$ cat src/rtl/bch_serial_codeword_assembler.sv
`default_nettype none
// ============================================================================
// Module   : bch_serial_codeword_assembler
// Brief    : Assembles MSB-first serial channel bits into CODE_WIDTH-bit
//            codewords and presents them on a valid/ready interface to the
//            parallel BCH decoder. Shift register plus output register give
//            gap-free back-to-back framing. Flags framing and overflow faults.
// Revision : 1.0 - initial release
// ============================================================================
module bch_serial_codeword_assembler #(
  parameter int CODE_WIDTH = 15,
  parameter int CNT_WIDTH  = 16
) (
  input  logic                  clk,
  input  logic                  rst_n,
  input  logic                  bit_in,
  input  logic                  bit_valid,
  input  logic                  frame_start,
  output logic [CODE_WIDTH-1:0] cw_data,
  output logic                  cw_valid,
  input  logic                  cw_ready,
  output logic                  framing_error,
  output logic                  overflow,
  input  logic                  clear_flags,
  output logic [CNT_WIDTH-1:0]  cw_count
);

  localparam int                  c_BCNT_W   = $clog2(CODE_WIDTH);
  localparam logic [c_BCNT_W-1:0] c_LAST_IDX = c_BCNT_W'(CODE_WIDTH - 1);
  localparam logic [c_BCNT_W-1:0] c_ONE      = c_BCNT_W'(1);

  typedef enum logic [0:0] {
    ST_IDLE  = 1'b0,
    ST_SHIFT = 1'b1
  } state_t;

  // The shift register holds only the bits received so far; the final bit
  // of a codeword is taken straight from bit_in, so CODE_WIDTH-1 bits suffice.
  state_t                r_state,         w_state;
  logic [c_BCNT_W-1:0]   r_bit_cnt,       w_bit_cnt;
  logic [CODE_WIDTH-2:0] r_shreg,         w_shreg;
  logic [CODE_WIDTH-1:0] r_cw_data,       w_cw_data;
  logic                  r_cw_valid,      w_cw_valid;
  logic                  r_framing_error, w_framing_error;
  logic                  r_overflow,      w_overflow;
  logic [CNT_WIDTH-1:0]  r_cw_count,      w_cw_count;
  logic                  w_complete;
  logic                  w_handshake;
  logic [CODE_WIDTH-1:0] w_word;

  // Next-state, assembly and output-register decisions.
  always_comb begin
    w_state         = r_state;
    w_bit_cnt       = r_bit_cnt;
    w_shreg         = r_shreg;
    w_cw_data       = r_cw_data;
    w_cw_valid      = r_cw_valid;
    w_framing_error = 1'b0;
    w_overflow      = r_overflow;
    w_cw_count      = r_cw_count;
    w_complete      = 1'b0;
    w_handshake     = r_cw_valid && cw_ready;
    w_word          = {r_shreg, bit_in};

    case (r_state)
      ST_IDLE: begin
        // Bits outside a frame are discarded until a frame_start arrives.
        if (bit_valid && frame_start) begin
          w_shreg   = {{(CODE_WIDTH-2){1'b0}}, bit_in};
          w_bit_cnt = c_ONE;
          w_state   = ST_SHIFT;
        end
      end
      ST_SHIFT: begin
        if (bit_valid) begin
          if (frame_start) begin
            // Restart: the partial word is dropped and this bit becomes MSB.
            w_framing_error = 1'b1;
            w_shreg         = {{(CODE_WIDTH-2){1'b0}}, bit_in};
            w_bit_cnt       = c_ONE;
          end else if (r_bit_cnt == c_LAST_IDX) begin
            w_complete = 1'b1;
            w_bit_cnt  = '0;
            w_state    = ST_IDLE;
          end else begin
            w_shreg   = {r_shreg[CODE_WIDTH-3:0], bit_in};
            w_bit_cnt = r_bit_cnt + 1'b1;
          end
        end
      end
      default: begin
        w_state   = ST_IDLE;
        w_bit_cnt = '0;
      end
    endcase

    if (clear_flags) begin
      w_overflow = 1'b0;
    end

    if (w_handshake) begin
      w_cw_valid = 1'b0;
      w_cw_count = r_cw_count + 1'b1;
    end

    // A completion in the handshake cycle reloads the register seamlessly;
    // with the register still owned by the decoder the new word is lost.
    if (w_complete) begin
      if (!r_cw_valid || cw_ready) begin
        w_cw_data  = w_word;
        w_cw_valid = 1'b1;
      end else begin
        w_overflow = 1'b1;
      end
    end
  end

  // State and datapath registers; reset discards any partial or pending word.
  always_ff @(posedge clk or negedge rst_n) begin
    if (!rst_n) begin
      r_state         <= ST_IDLE;
      r_bit_cnt       <= '0;
      r_shreg         <= '0;
      r_cw_data       <= '0;
      r_cw_valid      <= 1'b0;
      r_framing_error <= 1'b0;
      r_overflow      <= 1'b0;
      r_cw_count      <= '0;
    end else begin
      r_state         <= w_state;
      r_bit_cnt       <= w_bit_cnt;
      r_shreg         <= w_shreg;
      r_cw_data       <= w_cw_data;
      r_cw_valid      <= w_cw_valid;
      r_framing_error <= w_framing_error;
      r_overflow      <= w_overflow;
      r_cw_count      <= w_cw_count;
    end
  end

  assign cw_data       = r_cw_data;
  assign cw_valid      = r_cw_valid;
  assign framing_error = r_framing_error;
  assign overflow      = r_overflow;
  assign cw_count      = r_cw_count;

endmodule
`default_nettype wire

$ cat config.mk
export PLATFORM = sky130hd
export DESIGN_NAME = bch_serial_codeword_assembler
export DESIGN_NICKNAME = d
export VERILOG_FILES = /design/src/rtl/bch_serial_codeword_assembler.sv
export SDC_FILE = /design/constraint.sdc
export NUM_CORES = 1
export LEC_CHECK = 0
export ABC_AREA = 1
export BUFFER_PORTS_ARGS = -buffer_cell sky130_fd_sc_hd__buf_2
export CORE_MARGIN = 2
export CORE_UTILIZATION = 55
export CTS_CLUSTER_DIAMETER = 200
export DETAILED_ROUTE_END_ITERATION = 16
export GPL_ROUTABILITY_DRIVEN = 0
export PLACE_DENSITY = 0.78
export SYNTH_ARGS = -nofsm -noshare
export SYNTH_HDL_FRONTEND = slang
export SYNTH_SLANG_ARGS = --single-unit
$ cat constraint.sdc
create_clock -name clk -period 1.89 [get_ports clk]
set_clock_uncertainty 0.05 [all_clocks]
set_input_delay 0.189 -clock clk [delete_from_list [all_inputs] [get_ports clk]]
set_output_delay 0.189 -clock clk [all_outputs]
set_load 0.005 [all_outputs]
---- Yosys cells after proc, flatten, opt, wreduce, memory -nomap -nowiden ----
Index checks and enable logic that the tools add are counted.
storage, ports and cells
  register bits after elaboration ......... 53
  input port bits ......................... 7
  output and inout bits ................... 34
  word-level logic and storage cells ...... 50
operators by class
  $add $sub $neg .......................... 2
  equal/unequal tests ..................... 4
  muxes and demuxes ....................... 28
  bitwise gates (word level) .............. 1
  reductions and logical operators ........ 7
operators with widths
  kind                                                             count
  14-bit 2-to-1 mux                                                4
  14-bit one-hot mux with 2 select lines                           1
  1-bit 2-to-1 mux                                                 17
  16-bit by 1-bit adder with 16-bit output, second input constant  1
  4-bit 2-to-1 mux                                                 4
  4-bit one-hot mux with 2 select lines                            1
  4-bit by 1-bit adder with 4-bit output, second input constant    1
  4-bit == test, second input constant                             1
  2-bit != test, second input constant                             2
  2-bit AND reduction                                              2
  3-bit != test, second input constant                             1
  3-bit AND reduction                                              1
  1-bit logical AND                                                2
  1-bit one-hot mux with 2 select lines                            1
  1-bit zero test                                                  1
  1-bit logical OR                                                 1
  1-bit inverter                                                   1

---- Depth between registers and ports, before layout ----
  word-level depth ........................ 6
  gate-level depth with buffers ........... 8
  depth with buffers taken out ............ 7

---- Worst setup path after synthesis ----
No wires, ideal clock.
  path type ............................... reg-to-reg
  start point ............................. register r_bit_cnt[0]
  end point ............................... register r_cw_data[13] (netlist: cw_data[13])
  library setup time ...................... 118 ps
  arrival ................................. 1205 ps
  required time ........................... 1722 ps
  setup slack ............................. 517 ps
  stages on the path, launching flop included .. 9
  path buffers ............................ 1
  clock period less this slack ............ 1373 ps
  cells stage by stage .................... dfrtp_1 > inv_1 > ha_1 > nand3_4 > nor2_4 > nand3_4 > buf_6 > nand2_2 > o21ai_2
on the way
  cells in the longest elaborated chain, start to end .. 6
RTL lines
  what                           line  RTL
  start: declaration             40    logic [c_BCNT_W-1:0] r_bit_cnt, w_bit_cnt;
  start signal: assignment       131   r_bit_cnt <= w_bit_cnt;
  4-bit == test                  81    end else if (r_bit_cnt == c_LAST_IDX) begin
  1-bit 2-to-1 mux               81
  1-bit 2-to-1 mux               76    if (frame_start) begin
  1-bit 2-to-1 mux               75    if (bit_valid) begin
  1-bit 2-to-1 mux               65    case (r_state)
  2-bit AND reduction (no line)  n/a
  end signal: assignment         133   r_cw_data <= w_cw_data;
  end: declaration               42    logic [CODE_WIDTH-1:0] r_cw_data, w_cw_data;
No other way between the ends.
A chain may end at the register's enable or synchronous reset.

---- Worst setup path in the final report ----
  start point ............................. register r_bit_cnt[0]
  end point ............................... register r_cw_data[9] (netlist: cw_data[9])
The elaborated chain is that of the path after synthesis.

==> flow_summary.json <==
{
  "grt_pass1_wl_um": 7440,
  "timing.rr.end": "cw_data[9]",
  "crit_fanout": 15,
  "die_y_um": 70.6,
  "outcome": "complete, no violations",
  "ir_worst_vdd_v": 0.000569,
  "final.period_utilization_pct": 87.1,
  "clk_path_buf_depth": 2,
  "clk_pin_slew_ps": 90,
  "cts_tree": "built",
  "drv_cap": 0,
  "cp-end-kind": "register",
  "finalHoldViolations": 0,
  "ios": 41,
  "cts_root_buf": "clkbuf_8",
  "endpoint": "cw_data[9]",
  "dpl.hpwl_um": 2990,
  "grt_max_degree": 33,
  "r2r.worst_path.cells": 7,
  "path_class": "reg2reg",
  "antenna_found_initial": 0,
  "final_nets": 296,
  "final_cells": 339,
  "vias_per_cell": 5.17,
  "num_rows": 24,
  "dp_cells": 328,
  "rsz0062_at_grt": "false",
  "clkLatencyLatePin_ps": 310,
  "ant_nets": 0,
  "antenna_cells": 0,
  "cp.required_ps": 2030,
  "cts_buffers": 5,
  "rr_startpoint": "r_bit_cnt[0]",
  "drive_gt1_share_pct": 32.4,
  "dieArea_um2": 4990,
  "dr_total_vias": 1751,
  "wl_per_cell_um": 12.7,
  "ys_seq_elements": 53,
  "synth_cells": 240,
  "start_util_pct": 56.4,
  "synth_nets": 250,
  "holdWs_ps": 71.1,
  "area_growth_pct": 16.5,
  "fin_util_pct": 65.7,
  "drt_iter0_markers": 67,
  "fin_tns_setup_ps": 0,
  "track_usage_pct": 18.7,
  "yosysWarnings": 0,
  "netlist_area_um2": 2440,
  "postCtsSetupRepairBufs": 0,
  "start_kind": "register",
  "port_buffers": 40,
  "maxSlewViolCount": 0,
  "wirelength_um": 4300,
  "layout_commonest_cell": "dfrtp_1",
  "core_area_um2": 4320,
  "synth.lib_cells_used.distinct": 27,
  "relSlewSlack_pct": 65.6,
  "first_pass_iters": 4,
  "tightestPinTransition_ps": 517,
  "htree_levels": 2,
  "finalSetupViolations": 0,
  "grt-ovfl-total": 0,
  "first_global_vias": 1717,
  "p_leak_nw": 1.45,
  "ys_seq_area_share_pct": 54.4,
  "drc": 0,
  "rrSetupSlack_ps": 240,
  "startpoint": "r_bit_cnt[0]",
  "clock.fmax_mhz": 607,
  "p_per_area_nw_per_um2": 769,
  "synth_area_per_cell_um2": 10.2,
  "final_cell_mix": "dfrtp_1 (53), nand2_1 (42), buf_2 (40)",
  "min_period_ps": 1650,
  "die_w_um": 70.6,
  "hold_path.class": "in2reg",
  "clkSinkCount": 53,
  "arrival_ps": 1790
}
==> cell type report <==
type / count / area [um^2]
flip-flops and latches: 53 / 1330
inverters: 32 / 120
fillers: 369 / 1480
repair buffers: 44 / 248
clock inverters: 3 / 65.1
clock buffers: 5 / 68.8
well taps: 52 / 65.1
multi-input cells: 150 / 950
==> Yosys cell counts (all sizes together) <==
| master | instances | area (um^2) |
|---|---|---|
| mux2 | 1 | 11.3 |
| o22ai | 1 | 6.26 |
| nand2 | 52 | 230 |
| nand3b | 1 | 7.51 |
| nand3 | 22 | 145 |
| buf | 6 | 61.3 |
| o21ai | 32 | 235 |
| dfrtp | 53 | 1330 |
| nand4 | 5 | 31.3 |
| a21oi | 1 | 5.00 |
| o211ai | 1 | 7.51 |
| xor2 | 8 | 70.1 |
| nor3 | 2 | 15.0 |
| inv | 32 | 120 |
| nor2 | 15 | 86.3 |
| xnor2 | 5 | 43.8 |
| ha | 3 | 37.5 |
==> worst min-delay path by stage <==
stage / from / endpoint / cells past startpoint
after floorplan: rst_n / cw_count[0] / 0
after global routing: bit_in / r_shreg[0] / 3
after detailed placement: rst_n / cw_data[6] / 1
after CTS: bit_in / r_shreg[0] / 3
after global placement: rst_n / cw_data[6] / 1
final: bit_in / r_shreg[0] / 3
==> cells by family after synthesis <==
group           Yosys count  synth area share (%)
compound gates           35                  10.4
xor+xnor                 13                  4.67
fa+ha+maj                 3                  1.54
buf+inv                  38                  7.44
flops                    53                  54.4
mux                       1                 0.462
simple gates             97                  21.1
==> metal layers <==
metal / part of all wire, % / vias to the layer above / wire [um] / GRT usage (%)
met1: 45 / 844 / 1930 / 23.7
li1: - / 866 / - / -
met3: 4.5 / 6 / 192 / 3.42
met4: 1.3 / 0 / 56 / 9.85
met2: 49 / 35 / 2130 / 30.9
met5: 0 / - / 0 / 0
==> flip-flops by register name, summed over array words and instances (netlist names) <==
signal / flops
cw_count: 16
cw_data: 15
cw_valid: 1
framing_error: 1
overflow: 1
r_bit_cnt: 4
r_shreg: 14
r_state: 1
==> report_power, final <==
part / internal, mW / switching, mW / total, mW
logic: 0.0387 / 0.0834 / 0.122
registers: 1.16 / 0.0213 / 1.18
clock network: 0.526 / 0.362 / 0.888
==> critical path, stage by stage, from the launching register on <==
cell and delay [ps]:
dfrtp_1 430, inv_1 80, ha_1 190, nand3_4 110, nor2_4 200, nand3_4 240, nand2_1 170, o21ai_2 70
==> what timing repair did <==
action,CTS,global route
endpoints found under the setup margin,0,5
endpoints found under the hold margin,22,0
hold buffers,2,0
gates resized for setup,0,1
==> metrics by stage <==
| step | area [um^2] | power [mW] | worst slack (ps) |
|---|---|---|---|
| final | 2840 | 2.19 | 244 |
| after CTS | 2830 | 2.21 | 102 |
| after floorplan | 2440 | 1.27 | 517 |
| after global placement | 2670 | 1.31 | 227 |
| after global routing | 2840 | 2.28 | 120 |
| after detailed placement | 2670 | 1.32 | 124 |
Power figures use the tool's default switching activity.
